<file path="src/rtl/channelizer4_combiner.sv">
// ---------------------------------------------------------------------------
// channelizer4_combiner
//
// Purpose:
//   4-to-1 channel combiner: merges four Avalon-ST sample streams (ready
//   latency 0) into one channel-tagged stream. Each input owns a 1-deep
//   holding register. A round-robin arbiter feeds a registered output stage
//   that honours downstream backpressure.
//
// Configuration:
//   COMBINER_STRICT_ORDER_EN - when defined, the arbiter is strict TDM: only
//   holder (rr_last+1) mod 4 may be granted, so the emission order is always
//   0,1,2,3,... When undefined, the arbiter is work-conserving round-robin.
//
// Ports:
//   clk                      system clock, rising edge
//   reset                    synchronous, active-high reset
//   in_data_1..4   [width]   sample data, inputs 1..4
//   in_error_1..4  [2]       error field, inputs 1..4
//   in_valid_1..4            sample valid, inputs 1..4
//   in_ready_1..4            holding register n is empty (registered)
//   out_data       [width]   selected sample
//   out_error      [2]       error field of the selected sample
//   out_channel    [2]       source tag, 0..3 = inputs 1..4
//   out_valid                output register holds a sample
//   out_ready                downstream accepts when high with out_valid
// ---------------------------------------------------------------------------
module channelizer4_combiner #(
    parameter int width = 32
) (
    input  logic             clk,
    input  logic             reset,
    input  logic [width-1:0] in_data_1,
    input  logic [width-1:0] in_data_2,
    input  logic [width-1:0] in_data_3,
    input  logic [width-1:0] in_data_4,
    input  logic [1:0]       in_error_1,
    input  logic [1:0]       in_error_2,
    input  logic [1:0]       in_error_3,
    input  logic [1:0]       in_error_4,
    input  logic             in_valid_1,
    input  logic             in_valid_2,
    input  logic             in_valid_3,
    input  logic             in_valid_4,
    output logic             in_ready_1,
    output logic             in_ready_2,
    output logic             in_ready_3,
    output logic             in_ready_4,
    output logic [width-1:0] out_data,
    output logic [1:0]       out_error,
    output logic [1:0]       out_channel,
    output logic             out_valid,
    input  logic             out_ready
);

    // Inputs gathered into arrays so the per-channel logic can be looped.
    logic [width-1:0] in_data_a [4];
    logic [1:0]       in_err_a  [4];
    logic [3:0]       in_valid_a;

    assign in_data_a[0] = in_data_1;
    assign in_data_a[1] = in_data_2;
    assign in_data_a[2] = in_data_3;
    assign in_data_a[3] = in_data_4;
    assign in_err_a[0]  = in_error_1;
    assign in_err_a[1]  = in_error_2;
    assign in_err_a[2]  = in_error_3;
    assign in_err_a[3]  = in_error_4;
    assign in_valid_a   = {in_valid_4, in_valid_3, in_valid_2, in_valid_1};

    // Holding registers.
    logic [width-1:0] hold_data_q [4];
    logic [1:0]       hold_err_q  [4];
    logic [3:0]       hold_full_q, hold_full_d;
    logic [3:0]       capture;

    // Output stage and arbiter pointer.
    logic [width-1:0] out_data_q, out_data_d;
    logic [1:0]       out_error_q, out_error_d;
    logic [1:0]       out_channel_q, out_channel_d;
    logic             out_valid_q, out_valid_d;
    logic [1:0]       rr_last_q, rr_last_d;

    // Arbiter result.
    logic             grant_vld;
    logic [1:0]       grant_idx;
    logic             load;

    // in_ready comes straight from a flop: no combinational path from out_ready.
    assign in_ready_1 = ~hold_full_q[0];
    assign in_ready_2 = ~hold_full_q[1];
    assign in_ready_3 = ~hold_full_q[2];
    assign in_ready_4 = ~hold_full_q[3];

    assign capture = in_valid_a & ~hold_full_q;
    assign load    = ~out_valid_q | out_ready;

    // NOTE: combinational blocks assign every output a default first, so no
    // path through the block can leave a signal unassigned and infer a latch.
    always_comb begin
        grant_vld = 1'b0;
        grant_idx = 2'd0;
`ifdef COMBINER_STRICT_ORDER_EN
        // Strict TDM: only the next slot in sequence may be served.
        grant_idx = rr_last_q + 2'd1;
        grant_vld = hold_full_q[grant_idx];
`else
        // Scan from rr_last+1 upward; the 2-bit sum wraps 3->0 by itself.
        for (int k = 0; k < 4; k++) begin
            logic [1:0] idx;
            idx = rr_last_q + 2'(k + 1);
            if (!grant_vld && hold_full_q[idx]) begin
                grant_vld = 1'b1;
                grant_idx = idx;
            end
        end
`endif
    end

    always_comb begin
        out_data_d    = out_data_q;
        out_error_d   = out_error_q;
        out_channel_d = out_channel_q;
        out_valid_d   = out_valid_q;
        rr_last_d     = rr_last_q;
        hold_full_d   = hold_full_q;

        if (load) begin
            if (grant_vld) begin
                out_data_d    = hold_data_q[grant_idx];
                out_error_d   = hold_err_q[grant_idx];
                out_channel_d = grant_idx;
                out_valid_d   = 1'b1;
                rr_last_d     = grant_idx;
                hold_full_d[grant_idx] = 1'b0;
            end else begin
                // Metadata keeps its last value; only valid drops.
                out_valid_d = 1'b0;
            end
        end

        // A granted holder was full, so it cannot capture on the same edge;
        // set and clear never collide.
        hold_full_d = hold_full_d | capture;
    end

    // NOTE: sequential state is written with non-blocking assignments so every
    // flop samples the pre-edge value of every other flop.
    always_ff @(posedge clk) begin
        if (reset) begin
            hold_full_q   <= 4'b0000;
            out_data_q    <= '0;
            out_error_q   <= 2'b00;
            out_channel_q <= 2'd0;
            out_valid_q   <= 1'b0;
            rr_last_q     <= 2'd3;   // input 1 gets first priority
        end else begin
            hold_full_q   <= hold_full_d;
            out_data_q    <= out_data_d;
            out_error_q   <= out_error_d;
            out_channel_q <= out_channel_d;
            out_valid_q   <= out_valid_d;
            rr_last_q     <= rr_last_d;
        end
    end

    // NOTE: holding-register payload is not reset; it is only ever read while
    // its hold_full bit is set, and that bit is reset.
    always_ff @(posedge clk) begin
        for (int n = 0; n < 4; n++) begin
            if (capture[n]) begin
                hold_data_q[n] <= in_data_a[n];
                hold_err_q[n]  <= in_err_a[n];
            end
        end
    end

    assign out_data    = out_data_q;
    assign out_error   = out_error_q;
    assign out_channel = out_channel_q;
    assign out_valid   = out_valid_q;

endmodule

</file>
<file path="config.mk">
export PLATFORM = sky130hd
export DESIGN_NAME = channelizer4_combiner
export DESIGN_NICKNAME = d
export VERILOG_FILES = /design/src/rtl/channelizer4_combiner.sv
export SDC_FILE = /design/constraint.sdc
export NUM_CORES = 1
export LEC_CHECK = 0
export CORE_ASPECT_RATIO = 1.75
export CORE_UTILIZATION = 48
export DETAILED_ROUTE_END_ITERATION = 12
export PLACE_DENSITY = 0.8
export SKIP_LAST_GASP = 1
export SLEW_MARGIN = 30
export SYNTH_ARGS = -nofsm -noshare
export SYNTH_HDL_FRONTEND = slang
export SYNTH_SLANG_ARGS = --single-unit
</file>
<file path="constraint.sdc">
create_clock -name clk -period 3.3 [get_ports clk]
set_clock_uncertainty 0.05 [all_clocks]
set_input_delay 0.825 -clock clk [delete_from_list [all_inputs] [get_ports clk]]
set_output_delay 0.825 -clock clk [all_outputs]
set_load 0.01 [all_outputs]
</file>
# Word-level counts from Yosys, hierarchy flattened
# Memories as Yosys holds them, arrays and structs flattened. A register that Yosys moved wholly into a read port is not among the register bits.
# Cells that the tools add are included.
totals:
  ff_bits: 9
  ramBits: 136
  input_bits: 143
  out_inout_bits: 41
  elab_cells: 63
  memories: 2
op_classes:
  addsub: 3
  magnitude_cmp: 6
  mux: 29
  bitwise_logic: 11
  n_reduce_logical: 8
mem_list:
  columns: ["name", "words", "word_bits", "rd", "rd_ports_with_merged_regs", "write_ports", "line", "text"]
  rows:
  - ["hold_data_q", 4, 32, 1, 1, 4, "72", "logic [width-1:0] hold_data_q [4];"]
  - ["hold_err_q", 4, 2, 1, 1, 4, "73", "logic [1:0] hold_err_q [4];"]
ops:
  columns: ["cell", "n"]
  rows:
  - ["$mux W1", 18]
  - ["$lt A2 B3 Y1 const B", 5]
  - ["$and A4 B4 Y4", 2]
  - ["$bmux W1 S2", 4]
  - ["$mux W2", 4]
  - ["$mux W4", 2]
  - ["$not A4 Y4", 2]
  - ["$not A1 Y1", 5]
  - ["$add A2 B2 Y2 const B", 2]
  - ["$logic_and A1 B1 Y1", 4]
  - ["$or A4 B4 Y4", 1]
  - ["$logic_not A1 Y1", 3]
  - ["$add A2 B1 Y2 const B", 1]
  - ["$demux W1 S2", 1]
  - ["$ge A2 B1 Y1 const B", 1]
  - ["$reduce_and A2 Y1", 1]
  - ["$or A1 B1 Y1", 1]

# Logic depth before layout (Yosys ltp)
depth:
  ltp_word: 22
  ltp_mapped: 8
  mapped_depth_nobuf: 5

# Least setup slack after synthesis
# OpenSTA, ideal clock, no wires.
synth_timing:
  path_type: "input -> register"
  from: "in in_valid_2"
  to: "mem hold_data_q[1][0] (enable)"
  setup_time_ns: 0.429
  arrival_time_ns: 2.358
  t_required_ns: 2.821
  path_slack_ns: 0.463
  path_stages: 1
  n_path_buf: 0
  cell_sequence: "nor2b_1"
synth_lines:
  columns: ["element", "line", "text"]
  rows:
  - ["start, declared", "42", "input logic in_valid_2,"]
  - ["end, declared", "72", null]

# Final worst setup path
layout_timing:
  from: "reg hold_full_q[0]"
  to: "reg out_data_q[28], in the netlist out_data[28], read port of hold_data_q"
layout_between:
  elab_chain_cells: 13
  word_cells_on_any_way: 23
  classes_between: "mux (16); reduce/logical (7)"
layout_rtl:
  columns: ["element", "line", "text"]
  rows:
  - ["start, declared", "74", "logic [3:0] hold_full_q, hold_full_d;"]
  - ["start signal, assigned", "158", "hold_full_q <= hold_full_d;"]
  - ["$bmux W1 S2", "112", "if (!grant_vld && hold_full_q[idx]) begin"]
  - ["$mux W1 (not written as such)", "112", null]
  - ["$mux W1", "112", null]
  - ["$logic_not A1 Y1", "112", null]
  - ["$logic_and A1 B1 Y1", "112", null]
  - ["$mux W1", "112", null]
  - ["$logic_not A1 Y1", "112", null]
  - ["$logic_and A1 B1 Y1", "112", null]
  - ["$mux W1", "112", null]
  - ["$logic_not A1 Y1", "112", null]
  - ["$logic_and A1 B1 Y1", "112", null]
  - ["$mux W1", "112", null]
  - ["$reduce_and A2 Y1 (no source line)", null, null]
  - ["end, declared", "78", "logic [width-1:0] out_data_q, out_data_d;"]
# Parallel ways exist; a longest one is shown, timed or not. The select of a mux whose other input is x is not followed.
# A chain may end at the register's enable or synchronous reset.

==> results.py <==
metrics = {
    "yosys": {
        "netlist_instances": 442,
        "syn_nets": 585,
        "avgSynthCellArea_um2": 15.0,
        "postSynth.asyncResetShare": 0,
        "yosysWarnings": 0,
        "synth.top_cell.area_share": 0.615,
        "synth_ff_type": "edfxtp_1",
        "synth_area_leader_cell": "edfxtp_1",
        "yosysMostFrequentCell": "edfxtp_1",
        "synth-edff-count": 136,
        "yosys-top-cells-count": "edfxtp_1 (136), nand3_1 (68), nor2_1 (48), dfxtp_1 (43), a221oi_1 (33)",
        "synth_seq_cells": 179,
        "syn_area_um2": 6640,
        "yosys-top-cells-area": "edfxtp_1 (61%), dfxtp_1 (13%), nand3_1 (5.1%)",
        "yosysSeqAreaShare": 0.744,
        "yosys.cell_types.count": 42,
    },
    "cts": {
        "numCtsBuffers": 17,
        "htree_levels": 4,
        "cts.sinks": 179,
        "post_cts_buffers": 0,
        "clk_pin_slew_ns": 0.07,
        "root_buffer": "clkbuf_16",
        "hold_buffers": 0,
        "clockBufferDepth": 2,
        "cts_resized": 0,
        "clock_latency_ns": 0.42,
        "cts_tree": "done",
    },
    "die": {
        "io_pins": 184,
        "die_h_um": 158,
        "die-width_um": 90.9,
        "num_rows": 56,
        "fp.dieArea_um2": 14300,
        "start_util": 0.494,
        "core-area_um2": 13500,
    },
    "worst_setup_path": {
        "cp_data_required_time_ns": 3.51,
        "r2r-end": "out_data[28]$_SDFFE_PP0P_",
        "reg2reg_depth": 6,
        "endpoint_kind": "flop",
        "critPathKind": "flop to flop",
        "crit_fanout": 22,
        "timing.rr.start": "hold_full_q[0]$_SDFF_PP0_",
        "critPathArrivalTime_ns": 2.97,
        "critPathLaunchType": "flop",
        "r2r_slack_ns": 0.54,
    },
    "min_path": {
        "hold_start": "out_data[19]$_SDFFE_PP0P_",
        "hold_path.class": "flop to flop",
        "hold_end": "out_data[19]$_SDFFE_PP0P_",
        "min_path_cells": 2,
    },
    "sta": {
        "rsz0062_at_grt": "no",
        "max_freq_mhz": 363,
        "finalSetupViolations": 0,
        "worstMarginPinSlew_ns": 0.975,
        "hold_viol_final": 0,
        "post-route-period-util": 0.836,
        "tns_ns": 0,
        "drv_slew": 0,
        "finalWorstSetupSlack_ns": 0.542,
        "min_period_ns": 2.76,
        "relSlewSlack": 0.348,
    },
    "run_status": {
        "status": "complete, no violations",
    },
    "global_route": {
        "grt_max_degree": 44,
        "antenna_found_initial": 0,
        "grt-ovfl-total": 0,
        "grt_pass1_vias": 4971,
        "grt_pass1_wl_um": 27200,
        "globalRouteTotalUtil": 0.259,
    },
    "run": {
        "max_cap_violations": 0,
    },
    "layout": {
        "drive_gt1_frac": 0.103,
        "area_growth_pct": 39.8,
        "antennaDiodeCount": 0,
        "fin_nets": 764,
    },
    "placed_design": {
        "portBuffers": 183,
        "hpwl_um": 12400,
        "gp_congestion": 0.870,
        "pre_cts_ws_ns": 0.513,
    },
    "power_and_ir_drop": {
        "ir_worst_vdd_mv": 0.423,
        "p_sw_mw": 1.82,
        "power_frac_comb": 0.223,
        "power.density_nw_per_um2": 689,
        "seq_power_share": 0.447,
        "netSwitchingFraction": 0.285,
        "p_int_mw": 4.57,
        "power_leakage_nw": 3.17,
        "clkPwrFrac": 0.330,
        "finalPower_mw": 6.39,
    },
    "detailed_routing": {
        "wl_per_cell_um": 22.6,
        "drc_errors": 0,
        "dr.pass1.iters": 5,
        "routed_wl_um": 18200,
        "initialDrtViolationCount": 355,
        "vias": 4824,
        "antenna_left": 0,
        "via_per_inst": 5.97,
    },
}
==> layout make-up <==
class / instances / area (um^2)
inverters: 5 / 18.8
clock inverters: 15 / 193
clock buffers: 17 / 425
multi-input cells: 223 / 1510
flip-flops and latches: 179 / 4940
repair buffers: 195 / 1970
well taps: 174 / 218
fillers: 888 / 4170
==> sequential cells by signal, indices dropped and copies added, names as in the netlist <==
register / flops
hold_data_q: 128
hold_err_q: 8
hold_full_q: 4
out_channel: 2
out_data: 32
out_error: 2
out_valid: 1
rr_last_q: 2
==> cell usage in the layout, fill, tap and decap left out, types with 2 or more instances in the layout <==
cell,instances
a311oi_1,32
nor2b_4,4
clkbuf_16,17
a311oi_2,2
nor2_1,48
inv_6,3
edfxtp_1,136
inv_1,4
nand3_1,68
a221oi_1,33
clkinv_2,3
dfxtp_1,43
a21oi_1,2
o21ai_0,2
a211oi_1,4
nor2b_1,2
clkdlybuf4s50_1,182
inv_8,4
nand2b_1,2
buf_4,7
buf_12,4
bufinv_16,3
==> routing by layer <==
layer	up-vias	track usage	wire length (um)	part of all wire
met2	279	0.469	9970	0.55
met5	-	0	0	0
met4	0	0.140	853	0.047
met3	57	0.0447	1180	0.065
met1	2370	0.289	6250	0.34
li1	2118	-	-	-
==> cells by family (layout without fill, tap and decap cells) <==
| logic type | Yosys count | in the layout | share of synthesized area |
|---|---|---|---|
| AOI/OAI and AO/OA | 90 | 90 | 0.124 |
| buffers and inverters | 40 | 232 | 0.0345 |
| and+or+nand+nor | 133 | 133 | 0.0976 |
| DFF | 179 | 179 | 0.744 |
==> worst max path at each step <==
stage	startpoint	endpoint	slack (ns)	cells past startpoint
2_1_floorplan	in_valid_2	hold_data_q[1][0]$_DFFE_PP_	0.46	1
3_3_place_gp	out_ready	out_data[28]$_SDFFE_PP0P_	0.59	6
3_5_place_dp	out_ready	out_data[28]$_SDFFE_PP0P_	0.51	7
4_1_cts	hold_full_q[0]$_SDFF_PP0_	out_data[28]$_SDFFE_PP0P_	0.58	6
5_1_grt	hold_full_q[0]$_SDFF_PP0_	out_data[19]$_SDFFE_PP0P_	0.35	6
6_report	hold_full_q[0]$_SDFF_PP0_	out_data[28]$_SDFFE_PP0P_	0.54	6
==> power by group through the flow <==
stage / logic, mW / registers [mW] / clock network [mW]
after detailed placement: 1.41 / 2.90 / 0
after global routing: 1.51 / 2.88 / 2.21
after floorplan: 0.729 / 2.90 / 0
after CTS: 1.42 / 2.86 / 2.12
final: 1.43 / 2.86 / 2.11
after global placement: 1.35 / 2.89 / 0
==> metrics by stage <==
stage	util	cell area [um^2]	hold WS, ns	instances
after floorplan	-	6640	0.461	442
after global placement	0.643	8650	0.425	775
after detailed placement	0.644	8660	0.430	776
after CTS	0.690	9280	0.449	808
after global routing	0.690	9280	0.470	808
final	0.690	9280	0.449	808
==> worst max-delay path, cell delays in order, from the launching register on <==
cell and delay (ns):
dfxtp_1 0.67, o21ai_1 0.20, o211ai_2 0.80, nor4_2 0.17, buf_4 0.23, a221oi_1 0.32, a311oi_2 0.15
(Power assumes the default switching activity.)
